==> src/rtl/add_share_arb_pkg.sv <==
// Shared arithmetic configuration types and round-robin helper
// for the accumulation-path adder sharing logic.
package arith_pckg;

    typedef enum logic [1:0] {
        FIXED_POINT_GENERIC,
        FLOATING_POINT_GENERIC
    } arith_type_t;

    typedef struct packed {
        int unsigned int_wdt;
        int unsigned frac_wdt;
    } fxp_cfg_t;

    typedef struct packed {
        int unsigned word_wdt;
        fxp_cfg_t    fxp_cfg;
        arith_type_t arith_type;
        logic        arith_satur;
    } arith_cfg_t;

    localparam int RR_MAX = 16;
    localparam int RR_IW  = 4;

    // Widest tag form; modules narrow idx to $clog2 of their requester count.
    typedef struct packed {
        logic             v;
        logic [RR_IW-1:0] idx;
    } add_req_tag_t;

    function automatic logic [RR_IW-1:0] rr_next(
        input logic [RR_MAX-1:0] req,
        input logic [RR_IW-1:0]  ptr,
        input int                n
    );
        logic [RR_IW-1:0] res;
        logic             hit;
        int               idx;
        res = ptr;
        hit = 1'b0;
        for (int k = 1; k <= RR_MAX; k++) begin
            idx = (int'(ptr) + k) % n;
            if (!hit && k <= n && req[idx[RR_IW-1:0]]) begin
                res = idx[RR_IW-1:0];
                hit = 1'b1;
            end
        end
        return res;
    endfunction

endpackage

==> src/rtl/add_share_arb_if.sv <==
// Requester-side handshake and shared-adder bus of add_share_arb.
// slave is the arbiter view, master the requester/adder view.
interface add_share_arb_if #(
    parameter int N_REQ = 4,
    parameter int W     = 16
);
    logic [N_REQ-1:0]   req_val;
    logic [N_REQ-1:0]   req_rdy;
    logic [N_REQ*W-1:0] req_op_a;
    logic [N_REQ*W-1:0] req_op_b;
    logic [W-1:0]       rsp_res;
    logic [N_REQ-1:0]   rsp_val;
    logic [W-1:0]       add_op_a;
    logic [W-1:0]       add_op_b;
    logic               add_op_val;
    logic [W-1:0]       add_res;
    logic               add_res_val;

    modport slave (
        input  req_val, req_op_a, req_op_b,
        input  add_res, add_res_val,
        output req_rdy, rsp_res, rsp_val,
        output add_op_a, add_op_b, add_op_val
    );

    modport master (
        output req_val, req_op_a, req_op_b,
        output add_res, add_res_val,
        input  req_rdy, rsp_res, rsp_val,
        input  add_op_a, add_op_b, add_op_val
    );

endinterface

==> src/rtl/add_share_arb_rr_arbiter.sv <==
// Combinational round-robin grant search starting after ptr.
// The pointer register itself lives in the parent.
module rr_arbiter
    import arith_pckg::*;
#(
    parameter int N_REQ = 4,
    parameter int IW    = $clog2(N_REQ)
) (
    input  logic [N_REQ-1:0] req,
    input  logic [IW-1:0]    ptr,
    output logic [N_REQ-1:0] gnt,
    output logic [IW-1:0]    gnt_idx
);

    assign gnt_idx = IW'(rr_next(RR_MAX'(req), RR_IW'(ptr), N_REQ));

    always_comb begin
        gnt = '0;
        if (|req) begin
            gnt[gnt_idx] = 1'b1;
        end
    end

endmodule

==> src/rtl/add_share_arb.sv <==
// Shares one pipelined adder among N_REQ requesters; a tag pipeline
// matched to the adder latency routes each result to its issuer.
module add_share_arb
    import arith_pckg::*;
#(
    parameter arith_cfg_t ADD_ARITH_CFG = '{
        word_wdt:   16,
        fxp_cfg:    '{int_wdt: 8, frac_wdt: 8},
        arith_type: FIXED_POINT_GENERIC,
        arith_satur: 1'b1
    },
    parameter int N_REQ   = 4,
    parameter int ADD_LAT = 2
) (
    input  logic           clk,
    input  logic           rst_n,
    input  logic           clk_en,
    add_share_arb_if.slave bus,
    output logic           busy,
    output logic           lat_err
);

    localparam int W  = int'(ADD_ARITH_CFG.word_wdt);
    localparam int IW = $clog2(N_REQ);

    typedef struct packed {
        logic          v;
        logic [IW-1:0] idx;
    } tag_t;

    logic [IW-1:0]    ptr;
    logic [N_REQ-1:0] gnt;
    logic [IW-1:0]    gnt_idx;
    logic             en;
    logic             xfer;
    logic             mismatch;
    tag_t             tag_in;
    tag_t             tag_out;
    tag_t             tag_q [ADD_LAT];

    rr_arbiter #(
        .N_REQ(N_REQ),
        .IW   (IW)
    ) u_rr (
        .req    (bus.req_val),
        .ptr    (ptr),
        .gnt    (gnt),
        .gnt_idx(gnt_idx)
    );

    // Grants are also held off while reset is asserted.
    assign en          = clk_en & rst_n;
    assign xfer        = en & (|bus.req_val);
    assign bus.req_rdy = en ? gnt : '0;

    always_comb begin
        bus.add_op_val = xfer;
        bus.add_op_a   = '0;
        bus.add_op_b   = '0;
        tag_in         = '0;
        if (xfer) begin
            for (int i = 0; i < N_REQ; i++) begin
                if (gnt[i]) begin
                    bus.add_op_a = bus.req_op_a[i*W +: W];
                    bus.add_op_b = bus.req_op_b[i*W +: W];
                end
            end
            tag_in.v   = 1'b1;
            tag_in.idx = gnt_idx;
        end
    end

    always_ff @(posedge clk or negedge rst_n) begin
        if (!rst_n) begin
            ptr <= IW'(N_REQ - 1);
        end else if (xfer) begin
            ptr <= gnt_idx;
        end
    end

    always_ff @(posedge clk or negedge rst_n) begin
        if (!rst_n) begin
            for (int k = 0; k < ADD_LAT; k++) begin
                tag_q[k] <= '0;
            end
        end else if (clk_en) begin
            tag_q[0] <= tag_in;
            for (int k = 1; k < ADD_LAT; k++) begin
                tag_q[k] <= tag_q[k-1];
            end
        end
    end

    assign tag_out  = tag_q[ADD_LAT-1];
    assign mismatch = tag_out.v != bus.add_res_val;

    always_comb begin
        busy = 1'b0;
        for (int k = 0; k < ADD_LAT; k++) begin
            busy = busy | tag_q[k].v;
        end
    end

    assign bus.rsp_res = bus.add_res;

    always_comb begin
        bus.rsp_val = '0;
        if (tag_out.v && bus.add_res_val) begin
            bus.rsp_val[tag_out.idx] = 1'b1;
        end
    end

    always_ff @(posedge clk or negedge rst_n) begin
        if (!rst_n) begin
            lat_err <= 1'b0;
        end else if (clk_en && mismatch) begin
            lat_err <= 1'b1;
        end
    end

endmodule

==> src/flat_wrapper.sv <==
// flat-port wrapper written by rule: the top's interface ports become plain ports
module add_share_arb_flat import arith_pckg::*;
#(
    parameter arith_cfg_t ADD_ARITH_CFG = '{
        word_wdt:   16,
        fxp_cfg:    '{int_wdt: 8, frac_wdt: 8},
        arith_type: FIXED_POINT_GENERIC,
        arith_satur: 1'b1
    },
    parameter int N_REQ   = 4,
    parameter int ADD_LAT = 2
)
  (clk, rst_n, clk_en, busy, lat_err, bus_req_val, bus_req_op_a, bus_req_op_b, bus_add_res, bus_add_res_val, bus_req_rdy, bus_rsp_res, bus_rsp_val, bus_add_op_a, bus_add_op_b, bus_add_op_val);
  add_share_arb_if #(.N_REQ(N_REQ), .W((16))) bus_i ();
  input  logic clk;
  input  logic rst_n;
  input  logic clk_en;
  output logic busy;
  output logic lat_err;
  input wire logic [$bits(bus_i.req_val)-1:0] bus_req_val;
  input wire logic [$bits(bus_i.req_op_a)-1:0] bus_req_op_a;
  input wire logic [$bits(bus_i.req_op_b)-1:0] bus_req_op_b;
  input wire logic [$bits(bus_i.add_res)-1:0] bus_add_res;
  input wire logic [$bits(bus_i.add_res_val)-1:0] bus_add_res_val;
  output wire logic [$bits(bus_i.req_rdy)-1:0] bus_req_rdy;
  output wire logic [$bits(bus_i.rsp_res)-1:0] bus_rsp_res;
  output wire logic [$bits(bus_i.rsp_val)-1:0] bus_rsp_val;
  output wire logic [$bits(bus_i.add_op_a)-1:0] bus_add_op_a;
  output wire logic [$bits(bus_i.add_op_b)-1:0] bus_add_op_b;
  output wire logic [$bits(bus_i.add_op_val)-1:0] bus_add_op_val;
  assign bus_i.req_val = bus_req_val;
  assign bus_i.req_op_a = bus_req_op_a;
  assign bus_i.req_op_b = bus_req_op_b;
  assign bus_i.add_res = bus_add_res;
  assign bus_i.add_res_val = bus_add_res_val;
  assign bus_req_rdy = bus_i.req_rdy;
  assign bus_rsp_res = bus_i.rsp_res;
  assign bus_rsp_val = bus_i.rsp_val;
  assign bus_add_op_a = bus_i.add_op_a;
  assign bus_add_op_b = bus_i.add_op_b;
  assign bus_add_op_val = bus_i.add_op_val;
  add_share_arb #(.ADD_ARITH_CFG(ADD_ARITH_CFG), .N_REQ(N_REQ), .ADD_LAT(ADD_LAT)) u_core (.clk(clk), .rst_n(rst_n), .clk_en(clk_en), .bus(bus_i), .busy(busy), .lat_err(lat_err));
endmodule
==> config.mk <==
export PLATFORM = sky130hd
export DESIGN_NAME = add_share_arb_flat
export DESIGN_NICKNAME = d
export VERILOG_FILES = /design/src/rtl/add_share_arb_pkg.sv /design/src/rtl/add_share_arb_if.sv /design/src/rtl/add_share_arb_rr_arbiter.sv /design/src/rtl/add_share_arb.sv /design/src/flat_wrapper.sv
export SDC_FILE = /design/constraint.sdc
export NUM_CORES = 1
export LEC_CHECK = 0
export CORE_MARGIN = 4
export CORE_UTILIZATION = 25
export DETAILED_ROUTE_END_ITERATION = 16
export GPL_TIMING_DRIVEN = 0
export PLACE_DENSITY = 0.83
export SYNTH_ARGS = -nofsm -noshare
export SYNTH_HDL_FRONTEND = slang
export SYNTH_SLANG_ARGS = --single-unit
export TNS_END_PERCENT = 30
==> constraint.sdc <==
create_clock -name clk -period 2.66 [get_ports clk]
set_input_delay 0.399 -clock clk [delete_from_list [all_inputs] [get_ports clk]]
set_output_delay 0.399 -clock clk [all_outputs]
set_load 0.005 [all_outputs]
==> impl_metrics.yaml, run 1 <==
placed_design:
  post-place-cells: 470
  pre_cts_ws_ns: -0.830
  place_hpwl_um: 7180
  place.gp.congestion: 0.794
  port-buffer-count: 193
worst_setup_path:
  path_depth: 8
  cp_slowest_cell: "dfstp_2"
  crit_path_end: "bus_add_op_b[12]"
  worstPathArrival_ns: 2.24
  r2r-start: "u_core.ptr[1]"
  crit_fanout: 10
  worst-path-buf-inv: 3
  path_cells: "buf_8, mux2i_1, o32a_1, and2b_2, a211o_4, buf_6, o21ai_1, buf_2"
  r2r-end: "u_core.ptr[1]"
  reg2reg_slack_ns: 1.12
  critical_path_class: "reg -> out"
  worstPathRequired_ns: 2.26
  rr_worst_depth: 7
  slowest_delay_ns: 0.55
  endpoint_kind: "output pin"
  start_kind: "register"
  cp-startpoint: "u_core.ptr[1]"
  critPathTopFamily: "compound AO/OA/AOI/OAI gates"
floorplan:
  initial_core_util: 0.260
  fp.dieW_um: 86.9
  core_um2: 5990
  num_rows: 28
  io_pins: 211
  die_y_um: 86.9
  die_area_um2: 7550
outcome:
  outcome: "finished clean"
detailed_routing:
  vias_per_cell: 5.16
  route.detailed.drc: 0
  dr.pass1.iters: 4
  drtAntennaViolNets: 0
  drt_iter0_markers: 102
  drt_wl_total_um: 8910
  wl_per_cell_um: 18.3
  via_count: 2515
sta:
  slew_violations: 0
  finalSetupTns_ns: 0
  period_minus_slack_ns: 2.63
  period_share: 0.991
  max_slew_margin: 0.662
  setup_viol_count_final: 0
  clock_skew_ns: 0.000458
  finalHoldViolCount: 0
  rsz0062_at_grt: "true"
  worst_pin_slew_ns: 0.507
  layout_setup_ws_ns: 0.0253
  fmax_mhz: 380
grt:
  grt_max_degree: 12
  grt_overflow_total: 0
  grt_pass1_wl_um: 13100
  grt_pass1_vias: 2706
  antenna_found_initial: 0
  gr-usage-all-layers: 0.217
cts:
  cts_tree: "yes"
  postCtsHoldBufs: 0
  clock_latency_ns: 0.24
  clkTransAtPathRegs_ns: 0.05
  max-clock-path-buffers: 2
  clockRootBuffer: "clkbuf_8"
  cts_made_buffers: 3
  cts_sinks: 9
  htree_levels: 1
synth:
  ys_ff_latch: 9
  synth.largest_area_cell: "a32oi_1"
  synthTopCellsByArea: "a32oi_1, a22oi_1, dfrtp_1"
  syn-num-nets: 355
  yosysTopAreaCellShare: 0.180
  syn-instance-count: 202
  syn_area_um2: 1560
  synth_warnings: 0
  synth_cell_type_count: 42
  avgSynthCellArea_um2: 7.70
  ys_seq_area_frac: 0.146
power:
  p_per_area_nw_per_um2: 367
  ir_worst_vdd_mv: 0.234
  p_leak_uw: 0.00159
cells_and_area:
  drive_gt1_frac: 0.299
  final_cell_mix: "clkdlybuf4s50_1, a22oi_1, buf_2"
  diodes: 0
  nFillCells: 510
  syn_to_final_growth_pct: 146
  layout_commonest_cell: "clkdlybuf4s50_1"
  nets: 566
  layout.cells.non_filler: 487
run:
  maxCapViolCount: 0
worst_hold_path:
  min_path_type: "in -> async"
timing repair:
item                                    in CTS  in global routing
endpoints found under the setup margin      36                 34
buffers inserted                            10                  2
pin swaps                                   10                  5
endpoints found under the hold margin        0                  0
cloned                                       2                  0
gates resized for setup                    170                 31
report_power, final:
part | leakage [µW] | total (µW) | switching [µW] | internal [µW]
clock | 0.0000255 | 160 | 57.8 | 102
combinational | 0.00146 | 1050 | 442 | 610
sequential | 0.000106 | 188 | 20.3 | 168
synth_stat cells:
| master | count |
|---|---|
| buf_6 | 2 |
| inv_2 | 1 |
| ha_1 | 1 |
| nand3_4 | 1 |
| or4_4 | 1 |
| a21oi_1 | 3 |
| mux2_2 | 3 |
| o32a_1 | 1 |
| mux2i_1 | 1 |
| a22oi_1 | 32 |
| and2_1 | 1 |
| o22ai_1 | 1 |
| a21o_1 | 2 |
| a2bb2oi_1 | 1 |
| clkbuf_4 | 1 |
| a32o_2 | 1 |
| nor2b_1 | 2 |
| nand2_1 | 6 |
| clkbuf_1 | 13 |
| a21boi_0 | 1 |
| o21a_1 | 2 |
| a211oi_2 | 1 |
| nor3_1 | 1 |
| or2_2 | 1 |
| a32oi_1 | 32 |
| and3b_1 | 1 |
| nor2_1 | 3 |
| and3_1 | 1 |
| buf_2 | 3 |
| dfrtp_1 | 7 |
| o21ai_1 | 35 |
| a211o_1 | 1 |
| buf_4 | 17 |
| inv_1 | 6 |
| or2_1 | 1 |
| and2b_1 | 1 |
| inv_4 | 1 |
| nand2b_1 | 2 |
| buf_8 | 3 |
| nor3b_1 | 1 |
| o21ai_0 | 5 |
| dfstp_2 | 2 |
sequential cells by signal, summed over array words and instances (netlist names):
signal and flops:
u_core.ptr 2, u_core.tag_out 3, u_core.tag_q 3, u_core.lat_err 1
how the worst min path moves through the flow:
stage / to / slack [ns] / cells past startpoint
finish: u_core.tag_q[3] / 0.23 / 1
global route: u_core.tag_q[3] / 0.26 / 1
CTS: u_core.tag_q[3] / 0.25 / 1
detailed placement: u_core.lat_err / 0.45 / 1
global placement: u_core.lat_err / 0.44 / 1
floorplan: u_core.lat_err / 0.10 / 0
cell type report:
type / instances / area, µm² / share of cell area
buffer: 38 / 392 / 0.103
clock buffer: 3 / 41.3 / 0.0108
clock inverter: 1 / 5.00 / 0.00131
inverter: 8 / 32.5 / 0.00852
multi-input combinational: 146 / 1130 / 0.296
sequential: 9 / 228 / 0.0596
tap: 75 / 93.8 / 0.0246
timing repair buffer: 207 / 1900 / 0.496
metrics by stage:
| stage | total power [µW] | hold slack (ns) | area (µm²) | utilization |
|---|---|---|---|---|
| 2_1_floorplan | 600 | 0.103 | 1560 | - |
| 3_3_place_gp | 1080 | 0.443 | 3580 | 0.598 |
| 3_5_place_dp | 1100 | 0.448 | 3580 | 0.598 |
| 4_1_cts | 1390 | 0.249 | 3790 | 0.633 |
| 5_1_grt | 1510 | 0.263 | 3820 | 0.637 |
| 6_report | 1400 | 0.232 | 3820 | 0.637 |
metal layers:
metal,global-route usage,wire length [µm],up-vias,part of all wire
li1,-,-,1223,-
met1,0.230,2980,1151,0.33
met2,0.404,4780,125,0.54
met3,0.0728,931,16,0.10
met4,0.0609,217,0,0.024
met5,0,0,-,0
cells by family after synthesis:
family | synth area share
compound gates | 0.534
buf+inv | 0.192
simple gates | 0.0909
flops | 0.146
mux | 0.0282
fa+ha+maj | 0.00804
No activity file was read; power rests on OpenSTA's default activity.
==> run 2: changes to the inputs <==
--- a/config.mk
+++ b/config.mk
@@ -5,11 +5,12 @@
 export SDC_FILE = /design/constraint.sdc
 export NUM_CORES = 1
 export LEC_CHECK = 0
-export CORE_MARGIN = 4
-export CORE_UTILIZATION = 25
+export CORE_AREA = 4 4 79 81
 export DETAILED_ROUTE_END_ITERATION = 16
+export DIE_AREA = 0 0 83 85
+export DONT_BUFFER_PORTS = 1
 export GPL_TIMING_DRIVEN = 0
-export PLACE_DENSITY = 0.83
+export PLACE_DENSITY = 0.42
 export SYNTH_ARGS = -nofsm -noshare
 export SYNTH_HDL_FRONTEND = slang
 export SYNTH_SLANG_ARGS = --single-unit
==> run 2 against run 1 <==
  * Worst hold slack got worse by 0.22 ns
  * Register-to-register slack worse by 0.04 ns
  * Sequential share of layout area increased by 5.8 points
  * Worst setup slack gained 0.077 ns
  * Largest cell class is now multi-input gates
  * Largest power group unchanged
==> impl_metrics.yaml, run 2 (same netlist as run 1, synthesis figures left out) <==
outcome:
  outcome: "finished clean"
cts:
  clock_latency_ns: 0.23
  cts_tree: "yes"
  clkTransAtPathRegs_ns: 0.04
  post_cts_buffers: 0
  clockRootBuffer: "clkbuf_8"
  htree_levels: 1
  cts_sinks: 9
  cts_made_buffers: 3
  max-clock-path-buffers: 2
detailed_routing:
  drt_iter0_markers: 82
  wl_per_cell_um: 24.8
  dr.pass1.iters: 4
  drt_wl_total_um: 6890
  route.detailed.drc: 0
  vias_per_cell: 6.37
  drtAntennaViolNets: 0
  via_count: 1772
power:
  seqPwrFrac: 0.208
  ir_worst_vdd_mv: 0.238
  combPwrFrac: 0.635
  p_int_uw: 532
  clkPwrFrac: 0.157
  p_leak_uw: 0.000707
  switching_share: 0.455
  power_switching_uw: 444
  total_power_uw: 975
  p_per_area_nw_per_um2: 504
grt:
  grt_overflow_total: 0
  gr-usage-all-layers: 0.176
  grt_max_degree: 11
  grt_pass1_vias: 1794
  grt_pass1_wl_um: 10100
  antenna_found_initial: 0
floorplan:
  initial_core_util: 0.284
  die_area_um2: 7060
  die_y_um: 85
  fp.dieW_um: 83
  io_pins: 211
  num_rows: 27
  core_um2: 5470
sta:
  clock_skew_ns: 0.00229
  fmax_mhz: 391
  layout_setup_ws_ns: 0.103
  finalSetupTns_ns: 0
  period_share: 0.961
  period_minus_slack_ns: 2.56
  max_slew_margin: 0.692
  worst_pin_slew_ns: 0.461
  setup_viol_count_final: 0
  slew_violations: 0
  rsz0062_at_grt: "false"
  finalHoldViolCount: 0
worst_setup_path:
  critical_path_class: "reg -> out"
  cp-startpoint: "u_core.ptr[1]"
  r2r-start: "u_core.ptr[0]"
  worstPathArrival_ns: 2.16
  endpoint_kind: "output pin"
  start_kind: "register"
  worstPathRequired_ns: 2.26
  crit_fanout: 11
cells_and_area:
  layout_commonest_cell: "a22oi_1"
  nFillCells: 620
  syn_to_final_growth_pct: 24.3
  multi_input_area_um2: 1200
  final_cell_mix: "a22oi_1, a32oi_1, o21ai_2"
  diodes: 0
  regArea_um2: 228
  drive_gt1_frac: 0.422
  layout.cells.non_filler: 278
  stdcell_area_um2: 1930
  nets: 360
worst_hold_path:
  min_path_type: "in -> async"
placed_design:
  port-buffer-count: 0
  place.gp.congestion: 0.738
  post-place-cells: 274
  pre_cts_ws_ns: -0.0744
  placedInstanceArea_um2: 1650
  place_hpwl_um: 5780
run:
  maxCapViolCount: 0
run 2: changes by cell type in the layout (fill, tap and decap cells not counted), sizes merged, moves of 2 or more:
cell           change
buf               -42
dlygate4sd3        +2
clkdlybuf4s50    -155
dlygate4sd2        -3
clkbuf             -5
run 2: layout make-up:
cell class              count  share of cell area
multi-input cells         146               0.623
repair buffers              2              0.0104
inverters                   8              0.0168
flip-flops and latches      9               0.118
well taps                  72              0.0466
clock buffers               4              0.0233
plain buffers              37               0.162
run 2: metrics by stage:
step / util / hold slack [ns]
after floorplan: - / 0.103
after global placement: 0.301 / 0.104
after detailed placement: 0.301 / 0.104
after CTS: 0.316 / 0.00726
after global routing: 0.353 / 0.000803
final: 0.353 / 0.0159
run 2: power by group through the flow:
| stage | logic [µW] | registers (µW) | clock network, µW |
|---|---|---|---|
| after CTS | 554 | 190 | 160 |
| after floorplan | 415 | 185 | 0 |
| after detailed placement | 533 | 191 | 0 |
| final | 619 | 202 | 153 |
| after global routing | 684 | 208 | 169 |
| after global placement | 531 | 191 | 0 |
run 2: worst max-delay path, cell delays in order, from the launching register on:
cell,delay (ns)
dfstp_2,0.64
mux2i_1,0.10
o32a_1,0.18
and2b_2,0.23
buf_6,0.15
clkbuf_4,0.19
a32oi_1,0.31
o21ai_2,0.11
run 2: final timing paths:
kind	end	slack [ns]	cells past startpoint
max	bus_add_op_a[10]	0.10	7
min	u_core.ptr[0]	0.02	0
max reg2reg	u_core.ptr[1]	1.08	6
min reg2reg	u_core.lat_err	0.49	1
max in group asynchronous	u_core.tag_out[1]	1.92	1
min in group clk	u_core.tag_q[5]	0.39	2
run 2: what timing repair did:
action,CTS,global route
pin swaps,0,2
gates cloned,0,0
endpoints found under the hold margin,7,1
resized for setup,15,65
endpoints found under the setup margin,33,32
hold buffers,1,1
run 2: routing by layer:
layer,wire [µm],GRT usage
met2,3750,0.319
met1,2420,0.206
met5,0,0
met4,91,0.0461
met3,625,0.0456
==> run 3: changes to the inputs <==
--- a/config.mk
+++ b/config.mk
@@ -11,6 +11,7 @@
 export DONT_BUFFER_PORTS = 1
 export GPL_TIMING_DRIVEN = 0
 export PLACE_DENSITY = 0.42
+export SKIP_CTS_REPAIR_TIMING = 1
 export SYNTH_ARGS = -nofsm -noshare
 export SYNTH_HDL_FRONTEND = slang
 export SYNTH_SLANG_ARGS = --single-unit
==> run 3 against run 2 <==
  * Power fell by 0.52%
  * Count of clock-buffer cells in the layout did not move
  * Largest cell class unchanged
  * Critical path depth down 1
  * Global-route usage is 0.22 points lower
  * Final cell count unchanged
  * Maximum frequency down 0.24%
==> impl_metrics.yaml, run 3 (same netlist as run 1, synthesis figures left out) <==
outcome:
  outcome: "finished clean"
cts:
  clock_latency_ns: 0.23
  htree_levels: 1
  max-clock-path-buffers: 2
  clockRootBuffer: "clkbuf_8"
  cts_made_buffers: 3
  clkTransAtPathRegs_ns: 0.04
  cts_tree: "yes"
  cts_sinks: 9
worst_setup_path:
  worstPathArrival_ns: 2.16
  path_cells: "mux2i_1, o32a_1, and2b_2, a211o_4, buf_4, o21ai_4"
  critPathTopFamily: "compound AO/OA/AOI/OAI gates"
  worstPathRequired_ns: 2.26
  cp_slowest_cell: "dfstp_2"
  slowest_delay_ns: 0.64
  start_kind: "register"
  endpoint_kind: "output pin"
  critical_path_class: "reg -> out"
  crit_fanout: 11
  worst-path-buf-inv: 1
grt:
  grt_overflow_total: 0
  grt_max_degree: 12
  grt_pass1_wl_um: 10000
  busiest_layer: "met2"
  grt_pass1_vias: 1771
  met3_usage: 0.0427
  gr-usage-met2: 0.310
  gr-usage-all-layers: 0.174
  grtUsageMet1: 0.209
  antenna_found_initial: 0
run:
  maxCapViolCount: 0
cells_and_area:
  diodes: 0
  layout.cells.non_filler: 278
  drive_gt1_frac: 0.417
  fin_util: 0.349
  final_cell_mix: "a22oi_1, a32oi_1, o21ai_2"
  syn_to_final_growth_pct: 22.8
  nets: 360
  layout_commonest_cell: "a22oi_1"
  nFillCells: 620
placed_design:
  post-place-cells: 274
  place.gp.congestion: 0.738
  place_hpwl_um: 5780
  port-buffer-count: 0
detailed_routing:
  via_count: 1745
  drt_wl_total_um: 6890
  drt_iter0_markers: 81
  drtAntennaViolNets: 0
  route.detailed.drc: 0
  wl_per_cell_um: 24.8
  vias_per_cell: 6.28
  dr.pass1.iters: 4
power:
  ir_worst_vdd_mv: 0.239
  p_leak_uw: 0.000698
  p_per_area_nw_per_um2: 508
  total_power_uw: 970
sta:
  fmax_mhz: 390
  slew_violations: 0
  finalHoldViolCount: 0
  worst_pin_slew_ns: 0.471
  period_minus_slack_ns: 2.56
  max_slew_margin: 0.685
  finalHoldWorstSlack_ns: 0.0160
  setup_viol_count_final: 0
  clock_skew_ns: 0.00196
  period_share: 0.964
worst_hold_path:
  min_path_type: "in -> async"
floorplan:
  io_pins: 211
  die_y_um: 85
  die_area_um2: 7060
  fp.dieW_um: 83
  num_rows: 27
  initial_core_util: 0.284
  core_um2: 5470
-- run 3: cell count changes in the layout (fill, tap and decap cells not counted), sizes merged --
| cell | previous run | this run |
|---|---|---|
| dlygate4sd3 | 2 | 1 |
| clkbuf | 13 | 12 |
| buf | 28 | 30 |
-- run 3: per-stage QoR --
stage,TNS (ns),area (µm²),setup WS (ns)
2_1_floorplan,0,1560,0.411
3_3_place_gp,-0.273,1650,-0.0709
3_5_place_dp,-0.178,1650,-0.0744
4_1_cts,-6.25,1690,-0.335
5_1_grt,-0.0330,1910,-0.0142
6_report,0,1910,0.0963
-- run 3: power breakdown --
| group | internal (µW) | switching, µW |
|---|---|---|
| sequential | 169 | 34.0 |
| combinational | 254 | 360 |
| clock | 104 | 48.9 |
| total | 527 | 443 |
-- run 3: area by class of cell --
class                      count  area [µm²]  area share
inverter                       8        32.5      0.0170
sequential                     9         228       0.119
tap                           72        90.1      0.0472
multi-input combinational    146        1200       0.626
buffer                        38         309       0.162
timing repair buffer           1        10.0     0.00524
clock buffer                   4        45.0      0.0236
-- run 3: final timing paths --
| check | start | to | slack [ns] | depth (start not counted) |
|---|---|---|---|---|
| max | u_core.ptr[1] | bus_add_op_a[6] | 0.1 | 6 |
| min reg2reg | u_core.lat_err | u_core.lat_err | 0.49 | 1 |
| min | rst_n | u_core.ptr[0] | 0.02 | 0 |
| min in group clk | rst_n | u_core.tag_q[5] | 0.39 | 2 |
| max in group asynchronous | rst_n | u_core.ptr[1] | 1.84 | 1 |
| max reg2reg | u_core.ptr[0] | u_core.ptr[1] | 1.08 | 6 |
-- run 3: layer usage --
layer / vias to the layer above / wire, µm
met5: - / 0
li1: 815 / -
met2: 105 / 3810
met3: 6 / 522
met1: 819 / 2480
met4: 0 / 74
